<file path="src/rtl/quidditch_pkg.sv">
// Shared game-state encodings and speed-code constants for the move scheduler.
package quidditch_pkg;

    typedef enum logic [1:0] {
        ST_IDLE   = 2'd0,
        ST_PLAY   = 2'd1,
        ST_PAUSE  = 2'd2,
        ST_FREEZE = 2'd3
    } game_state_e;

    localparam logic [1:0] SPD_EVERY   = 2'd0;
    localparam logic [1:0] SPD_HALF    = 2'd1;
    localparam logic [1:0] SPD_QUARTER = 2'd2;
    localparam logic [1:0] SPD_NEVER   = 2'd3;

    // True when a player with this speed code moves in the given round.
    function automatic logic speed_due(input logic [1:0] code, input logic [1:0] round);
        case (code)
            SPD_EVERY:   speed_due = 1'b1;
            SPD_HALF:    speed_due = ~round[0];
            SPD_QUARTER: speed_due = (round == 2'd0);
            SPD_NEVER:   speed_due = 1'b0;
            default:     speed_due = 1'b0;
        endcase
    endfunction

endpackage

</file>
<file path="src/rtl/button_edge_sync.sv">
// Two-flop synchronizer for an active-low push button with a one-cycle press strobe.
module button_edge_sync (
    input  logic clk,
    input  logic rst,
    input  logic button_n_i,
    output logic event_o
);

    logic       sync1_q, sync2_q, prev_q, armed_q;
    logic [1:0] fill_q;

    always_ff @(posedge clk or posedge rst) begin
        if (rst) begin
            sync1_q <= 1'b1;
            sync2_q <= 1'b1;
            prev_q  <= 1'b1;
            fill_q  <= 2'b00;
            armed_q <= 1'b0;
        end else begin
            sync1_q <= button_n_i;
            sync2_q <= sync1_q;
            prev_q  <= sync2_q;
            fill_q  <= {fill_q[0], 1'b1};
            // A button held through reset must be seen released before it can fire.
            if (fill_q[1] && sync2_q) begin
                armed_q <= 1'b1;
            end
        end
    end

    assign event_o = armed_q & prev_q & ~sync2_q;

endmodule

</file>
<file path="src/rtl/move_scheduler.sv">
// Game-state FSM with a tick prescaler that round-robins move strobes across players.
module move_scheduler
    import quidditch_pkg::*;
#(
    parameter int NUM_PLAYERS  = 4,
    parameter int TICK_DIV     = 100000,
    parameter int FREEZE_TICKS = 2000
) (
    input  logic                     clk,
    input  logic                     rst,
    input  logic                     start_button,
    input  logic                     pause_button,
    input  logic                     goal_event,
    input  logic [2*NUM_PLAYERS-1:0] speed_sel,
    output logic [NUM_PLAYERS-1:0]   move_en,
    output logic [1:0]               game_state,
    output logic                     base_tick
);

    localparam int PW = (TICK_DIV > 1) ? $clog2(TICK_DIV) : 1;
    localparam int SW = (NUM_PLAYERS > 1) ? $clog2(NUM_PLAYERS) : 1;
    localparam int FW = $clog2(FREEZE_TICKS + 1);

    game_state_e            state_q, state_d;
    logic [PW-1:0]          presc_q, presc_d;
    logic [SW-1:0]          slot_q, slot_d;
    logic [1:0]             round_q, round_d;
    logic [FW-1:0]          freeze_q, freeze_d;
    logic [NUM_PLAYERS-1:0] move_q, move_d;
    logic                   start_evt, pause_evt, tick, serve;

    button_edge_sync u_start_sync (
        .clk        (clk),
        .rst        (rst),
        .button_n_i (start_button),
        .event_o    (start_evt)
    );

    button_edge_sync u_pause_sync (
        .clk        (clk),
        .rst        (rst),
        .button_n_i (pause_button),
        .event_o    (pause_evt)
    );

    always_comb begin
        tick     = ((state_q == ST_PLAY) || (state_q == ST_FREEZE)) && (presc_q == PW'(TICK_DIV - 1));
        state_d  = state_q;
        presc_d  = presc_q;
        slot_d   = slot_q;
        round_d  = round_q;
        freeze_d = freeze_q;
        move_d   = '0;

        case (state_q)
            ST_IDLE:   if (start_evt) state_d = ST_PLAY;
            ST_PLAY: begin
                // A goal wins over a simultaneous pause; the pause is dropped.
                if (goal_event)     state_d = ST_FREEZE;
                else if (pause_evt) state_d = ST_PAUSE;
            end
            ST_PAUSE:  if (pause_evt) state_d = ST_PLAY;
            ST_FREEZE: if (tick && (freeze_q == FW'(FREEZE_TICKS - 1))) state_d = ST_PLAY;
            default:   state_d = ST_IDLE;
        endcase

        // A tick in the cycle that leaves PLAY serves nobody, so the slot is retried on resume.
        serve = tick && (state_q == ST_PLAY) && (state_d == ST_PLAY);

        if (state_q == ST_IDLE) begin
            presc_d = '0;
        end else if (state_q != ST_PAUSE) begin
            presc_d = tick ? '0 : presc_q + PW'(1);
        end

        if (state_q == ST_IDLE) begin
            slot_d  = '0;
            round_d = '0;
        end else if (serve) begin
            if (slot_q == SW'(NUM_PLAYERS - 1)) begin
                slot_d  = '0;
                round_d = round_q + 2'd1;
            end else begin
                slot_d = slot_q + SW'(1);
            end
        end

        if (state_q != ST_FREEZE) begin
            freeze_d = '0;
        end else if (tick) begin
            freeze_d = freeze_q + FW'(1);
        end

        for (int i = 0; i < NUM_PLAYERS; i++) begin
            if (serve && (slot_q == SW'(i)) && speed_due(speed_sel[2*i +: 2], round_q)) begin
                move_d[i] = 1'b1;
            end
        end
    end

    always_ff @(posedge clk or posedge rst) begin
        if (rst) begin
            state_q  <= ST_IDLE;
            presc_q  <= '0;
            slot_q   <= '0;
            round_q  <= '0;
            freeze_q <= '0;
            move_q   <= '0;
        end else begin
            state_q  <= state_d;
            presc_q  <= presc_d;
            slot_q   <= slot_d;
            round_q  <= round_d;
            freeze_q <= freeze_d;
            move_q   <= move_d;
        end
    end

    assign move_en    = move_q;
    assign game_state = state_q;
    assign base_tick  = tick;

endmodule
</file>
<file path="config.mk">
export PLATFORM = sky130hd
export DESIGN_NAME = move_scheduler
export DESIGN_NICKNAME = d
export VERILOG_FILES = /design/src/rtl/quidditch_pkg.sv /design/src/rtl/button_edge_sync.sv /design/src/rtl/move_scheduler.sv
export SDC_FILE = /design/constraint.sdc
export NUM_CORES = 1
export LEC_CHECK = 0
export BUFFER_PORTS_ARGS = -buffer_cell sky130_fd_sc_hd__buf_2
export CELL_PAD_IN_SITES_DETAIL_PLACEMENT = 1
export CELL_PAD_IN_SITES_GLOBAL_PLACEMENT = 1
export CORE_MARGIN = 1
export CORE_UTILIZATION = 50
export CTS_CLUSTER_DIAMETER = 50
export CTS_CLUSTER_SIZE = 12
export DETAILED_ROUTE_END_ITERATION = 12
export PLACE_DENSITY_LB_ADDON = 0.1
export SETUP_SLACK_MARGIN = 0.05
export SYNTH_ARGS = -nofsm -noshare
export SYNTH_HDL_FRONTEND = slang
export SYNTH_HIERARCHICAL = 1
export SYNTH_SLANG_ARGS = --single-unit
</file>
<file path="constraint.sdc">
create_clock -name clk -period 5.1 [get_ports clk]
set_input_delay 0.765 -clock clk [delete_from_list [all_inputs] [get_ports clk]]
set_output_delay 0.765 -clock clk [all_outputs]
set_load 0.01 [all_outputs]
</file>
---- Word level (Yosys, flattened, before mapping) ----
Cells that the tools add are included.
word-level totals
  flip-flop bits (word level) ............. 50
  input port bits ......................... 13
  logic and storage cells ................. 102
  output and inout port bits .............. 7
operators by class
  mux-type cells .......................... 25
  reduce and logical (&&, ||, !) cells .... 27
  equal/unequal tests ..................... 23
  bitwise operators ....................... 7
  add/sub/neg operators ................... 4
operators with widths
  kind                                            number
  two-way mux 17 bit                              3
  == test 2 bit (second input constant)           12
  two-way mux 11 bit                              2
  two-way mux 2 bit                               11
  adder 17 x 1 -> 17 bit (second input constant)  1
  == test 17 bit (second input constant)          1
  case mux 1 bit (4 select lines)                 4
  == test 2 x 1 -> 1 bit (second input constant)  7
  logical AND 1 bit                               14
  logical NOT 2 bit                               7
  adder 11 x 1 -> 11 bit (second input constant)  1
  == test 11 bit (second input constant)          1
  case mux 2 bit (4 select lines)                 1
  nonzero test 2 bit                              4
  adder 2 x 1 -> 2 bit (second input constant)    2
  AND 1 bit                                       4
  two-way mux 1 bit                               4
  != test 2 bit (second input constant)           2
  NOT 1 bit                                       3
  AND reduction 2 bit                             1
  logical OR 1 bit                                1

---- Longest topological paths before layout ----
Gate-level depths: netlist (run 1).
  depth after elaboration ................. 11
  gate-level depth with buffers ........... 8
  gate-level depth less buffers ........... 6

---- Modules after synthesis ----
The synthesis (run 1) kept the hierarchy.
modules (own cells, without submodules)
  module            sequential area each (um2)  instances  cells each  area an instance (um2)
  move_scheduler    950.9                       1          229         2139.6
  button_edge_sync  153.9                       2          10          178.9

---- Worst setup path after synthesis (run 1) ----
OpenSTA, ideal clock, no wires.
  path type ............................... register to output
  start point ............................. register presc_q[0]
  end point ............................... output port base_tick
  buffers on the path ..................... 0
  data arrival time ....................... 1.167 ns
  setup slack ............................. 3.168 ns
  cell stages (with the launch flop) ...... 5
  required time ........................... 4.335 ns
  cell sequence ........................... dfrtp_1 > ha_1 > and4_4 > nand4_4 > nor2_1
between the ends
  longest elaborated chain between the ends .. 2
RTL lines
  what                      line                   source
  start: declaration        move_scheduler.sv:25   logic [PW-1:0] presc_q, presc_d;
  start signal: assignment  move_scheduler.sv:111  presc_q <= presc_d;
  == test 17 bit            move_scheduler.sv:47   tick = ((state_q == ST_PLAY) || (state_q == ST_FREEZE)) && (presc_q == PW'(TICK_DIV - 1));
  logical AND 1 bit         move_scheduler.sv:47
  end: declaration          move_scheduler.sv:17   output logic base_tick
No other way between the ends.

---- Final worst setup path (run 1) ----
Ends and elaborated chain as after synthesis.

==> flow_metrics.py, run 1 <==
metrics = {
    "worst_setup_path": {
        "r2r_cells": 6,
        "rrSetupSlack_ns": 2.78,
        "reg2reg_from": "presc_q[0]",
        "path_max_fanout": 7,
        "r2r-end": "presc_q[8]",
        "required_ns": 4.34,
        "cp.arrival_ns": 1.70,
        "cp-start-kind": "flip-flop",
        "crit_path_end_kind": "primary output",
        "path_class": "flip-flop to primary output",
    },
    "hold_path": {
        "hold_path_depth": 0,
        "holdPathEnd": "u_pause_sync/fill_q[1]",
        "min_from": "u_pause_sync/fill_q[0]",
        "hp-class": "flip-flop to flip-flop",
    },
    "clock_network": {
        "hold_buffers": 0,
        "cts_resized": 0,
        "clk_path_buf_depth": 2,
        "clk_latency_ns": 0.30,
        "cts_root_buffer": "clkbuf_8",
        "h-tree-depth": 2,
        "cts_setup_buffers": 0,
        "cts_tree": "done",
        "cts_made_buffers": 5,
        "clock_sinks": 50,
        "cts.clk_slew.worst_paths_ns": 0.10,
    },
    "finish": {
        "drive_above_1_share": 0.175,
        "stdcell_count": 336,
        "layout-area-overhead-vs-synth_pct": 10.7,
        "final_common_cell": "dfrtp_1",
        "final_cell_mix": "dfrtp_1, nand2_1, nor2_1, buf_2, o21ai_0",
        "seq_area_um2": 1260,
        "n_antenna_cell": 0,
        "final_core_util": 0.582,
        "finish.net_count": 288,
        "n_fill_cell": 539,
        "multi_input_area_um2": 1150,
    },
    "grt": {
        "gr-total-overflow": 0,
        "grt_antenna_before_repair": 0,
        "busiest_layer": "met2",
        "grt.met2_usage": 0.394,
        "grt_pass1_wl_um": 9380,
        "use_met3": 0.0345,
        "first_global_vias": 1970,
        "track_usage": 0.231,
        "grt_max_degree": 39,
        "globalRouteMet1Util": 0.302,
    },
    "sta": {
        "slew_viol_final": 0,
        "clock.fmax_ghz": 0.406,
        "fin_crit_sh": 0.483,
        "slew_headroom": 0.369,
        "final.min_clock_period_ns": 2.46,
        "setup_viol": 0,
        "finalClockSkew_ns": 0.00948,
        "tightest_slew_ns": 0.943,
        "hold_viol_final": 0,
        "finalSetupTns_ns": 0,
        "rsz0062_at_grt": "false",
    },
    "floorplan": {
        "dieArea_um2": 5280,
        "rows": 25,
        "die_w_um": 72.7,
        "initial_core_util": 0.525,
        "dieHeight_um": 72.7,
        "core_area_um2": 4750,
        "io_pins": 20,
    },
    "power": {
        "powerDensity_nw_per_um2": 324,
        "vdd_ir_drop_max_mv": 0.166,
        "power.leakage_uw": 0.00128,
    },
    "drt": {
        "wl_per_cell_um": 15.9,
        "dr.pass1.iters": 4,
        "viasPerCell": 5.57,
        "detail_route.iter0.violations": 72,
        "wl_um": 5350,
        "antenna_left": 0,
        "drc": 0,
        "num_vias": 1873,
    },
    "job": {
        "maxCapViolations": 0,
    },
    "synth": {
        "synth_cells": 249,
        "ys_types": 49,
        "ys.flop_type": "dfrtp_1",
        "synth_edf_count": 0,
        "yosys_warnings": 6,
        "syn_avg_cell_area_um2": 10.0,
        "async_flop_share": 1.00,
        "synth-seq-cells": 50,
        "syn_area_um2": 2500,
        "syn-num-nets": 269,
        "seq_area_frac_synth": 0.504,
    },
    "placement": {
        "io_buffers": 19,
        "dp.final_hpwl_um": 3800,
        "place_congestion": 0.812,
        "dp.cells": 328,
    },
    "run_status": {
        "status": "finished clean",
    },
}
[critical path, cell delays in order, from the launching register on]
cell and delay [ns]:
dfrtp_1 0.41, ha_1 0.22, and4_4 0.27, nand4_4 0.16, nor2_1 0.17, buf_2 0.16
[synth_stat cells (2+ instances only)]
| library cell | instances | area share |
|---|---|---|
| a21oi_1 | 14 | 0.028 |
| nand2_1 | 29 | 0.044 |
| a21o_2 | 2 | 0.0070 |
| and4_1 | 2 | 0.0070 |
| conb_1 | 2 | 0.0030 |
| clkbuf_1 | 5 | 0.0075 |
| nor4_1 | 2 | 0.0050 |
| o22ai_1 | 3 | 0.0075 |
| a21o_1 | 2 | 0.0060 |
| mux2i_1 | 5 | 0.020 |
| nor2b_1 | 4 | 0.010 |
| and3_2 | 2 | 0.0060 |
| xnor2_1 | 7 | 0.025 |
| and3_1 | 7 | 0.018 |
| dfrtp_1 | 44 | 0.44 |
| and3b_1 | 2 | 0.0070 |
| nand3_1 | 7 | 0.014 |
| o21ai_0 | 15 | 0.030 |
| a31oi_1 | 5 | 0.013 |
| a22o_1 | 3 | 0.011 |
| buf_2 | 2 | 0.0040 |
| xor2_1 | 7 | 0.025 |
| nor2_1 | 20 | 0.030 |
| inv_1 | 12 | 0.018 |
| nand4_1 | 7 | 0.018 |
| nor3_1 | 3 | 0.0060 |
| nor4b_4 | 2 | 0.019 |
| dfstp_2 | 6 | 0.063 |
| or2_2 | 2 | 0.0050 |
| ha_1 | 7 | 0.035 |
[flip-flops by register name, summed over array words and instances, names as in the netlist, 2 cells and up]
| signal | flops |
|---|---|
| game_state | 2 |
| u_start_sync/fill_q | 2 |
| presc_q | 17 |
| slot_q | 2 |
| move_en | 4 |
| freeze_q | 11 |
| round_q | 2 |
| u_pause_sync/fill_q | 2 |
[layout make-up]
class	count	area share
inverter	13	0.0176
clock buffer	6	0.0299
multi-input combinational	178	0.416
clock inverter	2	0.0140
tap	67	0.0303
sequential	50	0.455
timing repair buffer	20	0.0371
[power breakdown]
part | internal [µW] | switching (µW) | leakage, µW
clock network | 161 | 137 | 0.0000618
logic | 49.5 | 70.0 | 0.000583
registers | 431 | 47.5 | 0.000632
[worst max-delay path by stage]
stage / cells past startpoint / slack, ns / from / endpoint
3_3_place_gp: 6 / 2.91 / presc_q[0] / presc_q[5]
4_1_cts: 5 / 2.62 / presc_q[0] / base_tick
5_1_grt: 5 / 2.50 / presc_q[0] / base_tick
3_5_place_dp: 6 / 2.81 / presc_q[0] / presc_q[8]
6_report: 5 / 2.64 / presc_q[0] / base_tick
2_1_floorplan: 4 / 3.17 / presc_q[0] / base_tick
[metal layers]
| layer | share of wire | vias up |
|---|---|---|
| li1 | - | 906 |
| met1 | 0.47 | 941 |
| met5 | 0 | - |
| met3 | 0.019 | 7 |
| met4 | 0.014 | 0 |
| met2 | 0.49 | 19 |
[kinds of logic after synthesis]
kind of cell    Yosys count  synth area share
simple gates             99             0.228
compound gates           51             0.125
flops                    50             0.504
buf+inv                  21            0.0356
xor+xnor                 14            0.0491
fa+ha+maj                 7            0.0351
mux                       5            0.0200
other cells               2           0.00301
[stage by stage]
| step | power, µW | hold WS (ns) | cell area (µm²) | setup slack [ns] |
|---|---|---|---|---|
| 3_5_place_dp | 606 | 0.339 | 2640 | 2.81 |
| 5_1_grt | 942 | 0.365 | 2770 | 2.50 |
| 4_1_cts | 905 | 0.362 | 2770 | 2.62 |
| 2_1_floorplan | 561 | 0.331 | 2500 | 3.17 |
| 6_report | 897 | 0.359 | 2770 | 2.64 |
| 3_3_place_gp | 596 | 0.331 | 2640 | 2.91 |
No activity file was read; power rests on OpenSTA's default activity.
==> run 2: changes to the inputs <==
--- a/config.mk
+++ b/config.mk
@@ -5,11 +5,12 @@
 export SDC_FILE = /design/constraint.sdc
 export NUM_CORES = 1
 export LEC_CHECK = 0
+export ABC_AREA = 1
 export BUFFER_PORTS_ARGS = -buffer_cell sky130_fd_sc_hd__buf_2
 export CELL_PAD_IN_SITES_DETAIL_PLACEMENT = 1
 export CELL_PAD_IN_SITES_GLOBAL_PLACEMENT = 1
 export CORE_MARGIN = 1
-export CORE_UTILIZATION = 50
+export CORE_UTILIZATION = 45
 export CTS_CLUSTER_DIAMETER = 50
 export CTS_CLUSTER_SIZE = 12
 export DETAILED_ROUTE_END_ITERATION = 12
==> constraint.sdc (replaced) <==
create_clock -name clk -period 2.5 [get_ports clk]
set_input_delay 0.375 -clock clk [delete_from_list [all_inputs] [get_ports clk]]
set_output_delay 0.375 -clock clk [all_outputs]
set_load 0.01 [all_outputs]
==> flow_metrics.py, run 2 <==
metrics = {
    "synth": {
        "async_flop_share": 1.00,
        "synth_largest_area_cell": "dfrtp_1",
        "syn_avg_cell_area_um2": 8.11,
        "seq_area_frac_synth": 0.466,
        "synth_common_cells": "nand2_1, dfrtp_1, inv_1",
        "synth_top_area_frac": 0.408,
        "ys_types": 37,
        "ys.flop_type": "dfrtp_1",
        "syn_area_um2": 2700,
        "synth-seq-cells": 50,
        "synth_edf_count": 0,
        "synth_cells": 333,
        "post_synth_main_area_contributors": "dfrtp_1, nand2_1, dfstp_2, inv_1, nor2_1",
        "syn-num-nets": 353,
        "yosysMostFrequentCell": "nand2_1",
        "yosys_warnings": 6,
    },
    "worst_setup_path": {
        "required_ns": 2.12,
        "critPathTopFamily": "simple AND/OR/NAND/NOR gates",
        "crit_path_frequent_cell": "nand2_1",
        "cp_num_buf_inv": 3,
        "crit_path_end_kind": "primary output",
        "r2r-end": "presc_q[16]",
        "max_stage_delay_ns": 0.44,
        "cp.arrival_ns": 1.71,
        "cp-startpoint": "presc_q[11]",
        "r2r_cells": 9,
        "cp_slowest_cell": "dfrtp_1",
        "reg2reg_from": "presc_q[0]",
        "path_max_fanout": 5,
        "path_cells": "inv_1 -> nand2_1 -> nor2_1 -> nand2_1 -> nor2_2 -> nand3_2 -> inv_2 -> buf_2",
        "cp-start-kind": "flip-flop",
        "rrSetupSlack_ns": 0.67,
        "path_class": "flip-flop to primary output",
    },
    "drt": {
        "dr.pass1.iters": 4,
        "antenna_left": 0,
        "wl_per_cell_um": 14.4,
        "viasPerCell": 5.18,
        "wl_um": 6200,
        "drc": 0,
        "detail_route.iter0.violations": 116,
        "num_vias": 2234,
    },
    "grt": {
        "first_global_vias": 2383,
        "gr-total-overflow": 0,
        "track_usage": 0.231,
        "grt_antenna_before_repair": 0,
        "grt_max_degree": 39,
        "grt_pass1_wl_um": 11200,
    },
    "sta": {
        "finalSetupTns_ns": 0,
        "hold_viol_final": 0,
        "slew_viol_final": 0,
        "fin_crit_sh": 0.833,
        "slew_headroom": 0.658,
        "final.min_clock_period_ns": 2.08,
        "rsz0062_at_grt": "false",
        "clock.fmax_ghz": 0.480,
        "finalClockSkew_ns": 0.00840,
        "tightest_slew_ns": 0.513,
        "setup_viol": 0,
    },
    "clock_network": {
        "clk_latency_ns": 0.32,
        "clock_sinks": 50,
        "clk_path_buf_depth": 2,
        "h-tree-depth": 2,
        "cts_root_buffer": "clkbuf_8",
        "cts_tree": "done",
        "hold_buffers": 1,
        "cts_setup_buffers": 0,
        "cts.clk_slew.worst_paths_ns": 0.10,
        "cts_made_buffers": 5,
        "cts_resized": 0,
    },
    "finish": {
        "final_common_cell": "nand2_1",
        "finish.net_count": 378,
        "regMostFlops": "presc_q",
        "n_antenna_cell": 0,
        "largest_reg_flops": 17,
        "stdcell_count": 431,
        "drive_above_1_share": 0.167,
        "final_cell_mix": "nand2_1, dfrtp_1, inv_1, nor2_1, nand3_1",
        "layout-area-overhead-vs-synth_pct": 10.3,
    },
    "floorplan": {
        "die_w_um": 79.5,
        "initial_core_util": 0.479,
        "core_area_um2": 5640,
        "rows": 27,
        "io_pins": 20,
        "dieHeight_um": 79.5,
        "dieArea_um2": 6320,
    },
    "power": {
        "internal-power_uw": 1270,
        "p_switching_uw": 784,
        "p_sw_frac": 0.382,
        "powerDensity_nw_per_um2": 688,
        "vdd_ir_drop_max_mv": 0.391,
        "power.leakage_uw": 0.00140,
        "seq_power_share": 0.481,
        "power_frac_comb": 0.269,
        "clock_power_share": 0.250,
    },
    "job": {
        "maxCapViolations": 0,
    },
    "hold_path": {
        "holdPathEnd": "u_start_sync/sync1_q",
        "hp-class": "primary input to flip-flop",
        "min_from": "start_button",
        "hold_path_depth": 1,
    },
    "placement": {
        "dp.cells": 422,
        "dp.final_hpwl_um": 4720,
        "place_congestion": 0.802,
        "io_buffers": 19,
    },
    "run_status": {
        "status": "finished clean",
    },
}
[run 2: cell count changes in the layout (fill, tap and decap cells not counted), sizes merged, moves of 7 or more]
cell and delta:
nand4 +7, nor2 +25, nand3 +16, inv +36, nand2 +46, a21oi -8
and3 -9
[run 2: how the worst max path moves through the flow]
stage	endpoint	slack (ns)	depth (start not counted)
2_1_floorplan	slot_q[0]	0.98	11
3_3_place_gp	presc_q[16]	0.76	9
3_5_place_dp	presc_q[16]	0.68	9
4_1_cts	base_tick	0.40	8
5_1_grt	base_tick	0.27	6
6_report	base_tick	0.42	8
[run 2: cell type report]
cell class | count | area [µm²]
clock inverters | 3 | 26.3
fillers | 712 | 2660
inverters | 47 | 176
repair buffers | 22 | 120
flip-flops and latches | 50 | 1260
clock buffers | 5 | 68.8
well taps | 72 | 90.1
multi-input cells | 232 | 1240
[run 2: cell families (layout without fill, tap and decap cells)]
| group | after synthesis | in the layout | synth area share |
|---|---|---|---|
| and+or+nand+nor | 173 | 173 | 0.308 |
| DFF | 50 | 50 | 0.466 |
| AOI/OAI and AO/OA | 41 | 41 | 0.0866 |
| adders and majority gates | 7 | 7 | 0.0324 |
| xor gates and xnor gates | 9 | 9 | 0.0292 |
| other | 2 | 2 | 0.00278 |
| buffers and inverters | 51 | 77 | 0.0755 |
[run 2: layer usage]
metal	GRT usage	vias up	share of wire
met1	0.312	1074	0.50
met4	0.0709	0	0.014
met5	0	-	0
li1	-	1137	-
met3	0.0411	8	0.022
met2	0.376	15	0.46
[run 2: power by group through the flow]
stage          combinational [µW]  clock (µW)  sequential (µW)
6_report                      552         512              986
2_1_floorplan                 435           0              968
3_5_place_dp                  553           0             1000
4_1_cts                       560         535              985
3_3_place_gp                  539           0              998
5_1_grt                       631         564             1000
[run 2: through the flow]
step           total power [µW]   util  area, µm²  worst slack, ns  hold WS (ns)
3_3_place_gp               1540  0.509       2870            0.756         0.304
6_report                   2050  0.528       2980            0.417         0.139
5_1_grt                    2200  0.528       2980            0.268         0.123
4_1_cts                    2080  0.528       2980            0.403         0.128
2_1_floorplan              1400      -       2700            0.983         0.164
3_5_place_dp               1550  0.509       2870            0.679         0.314
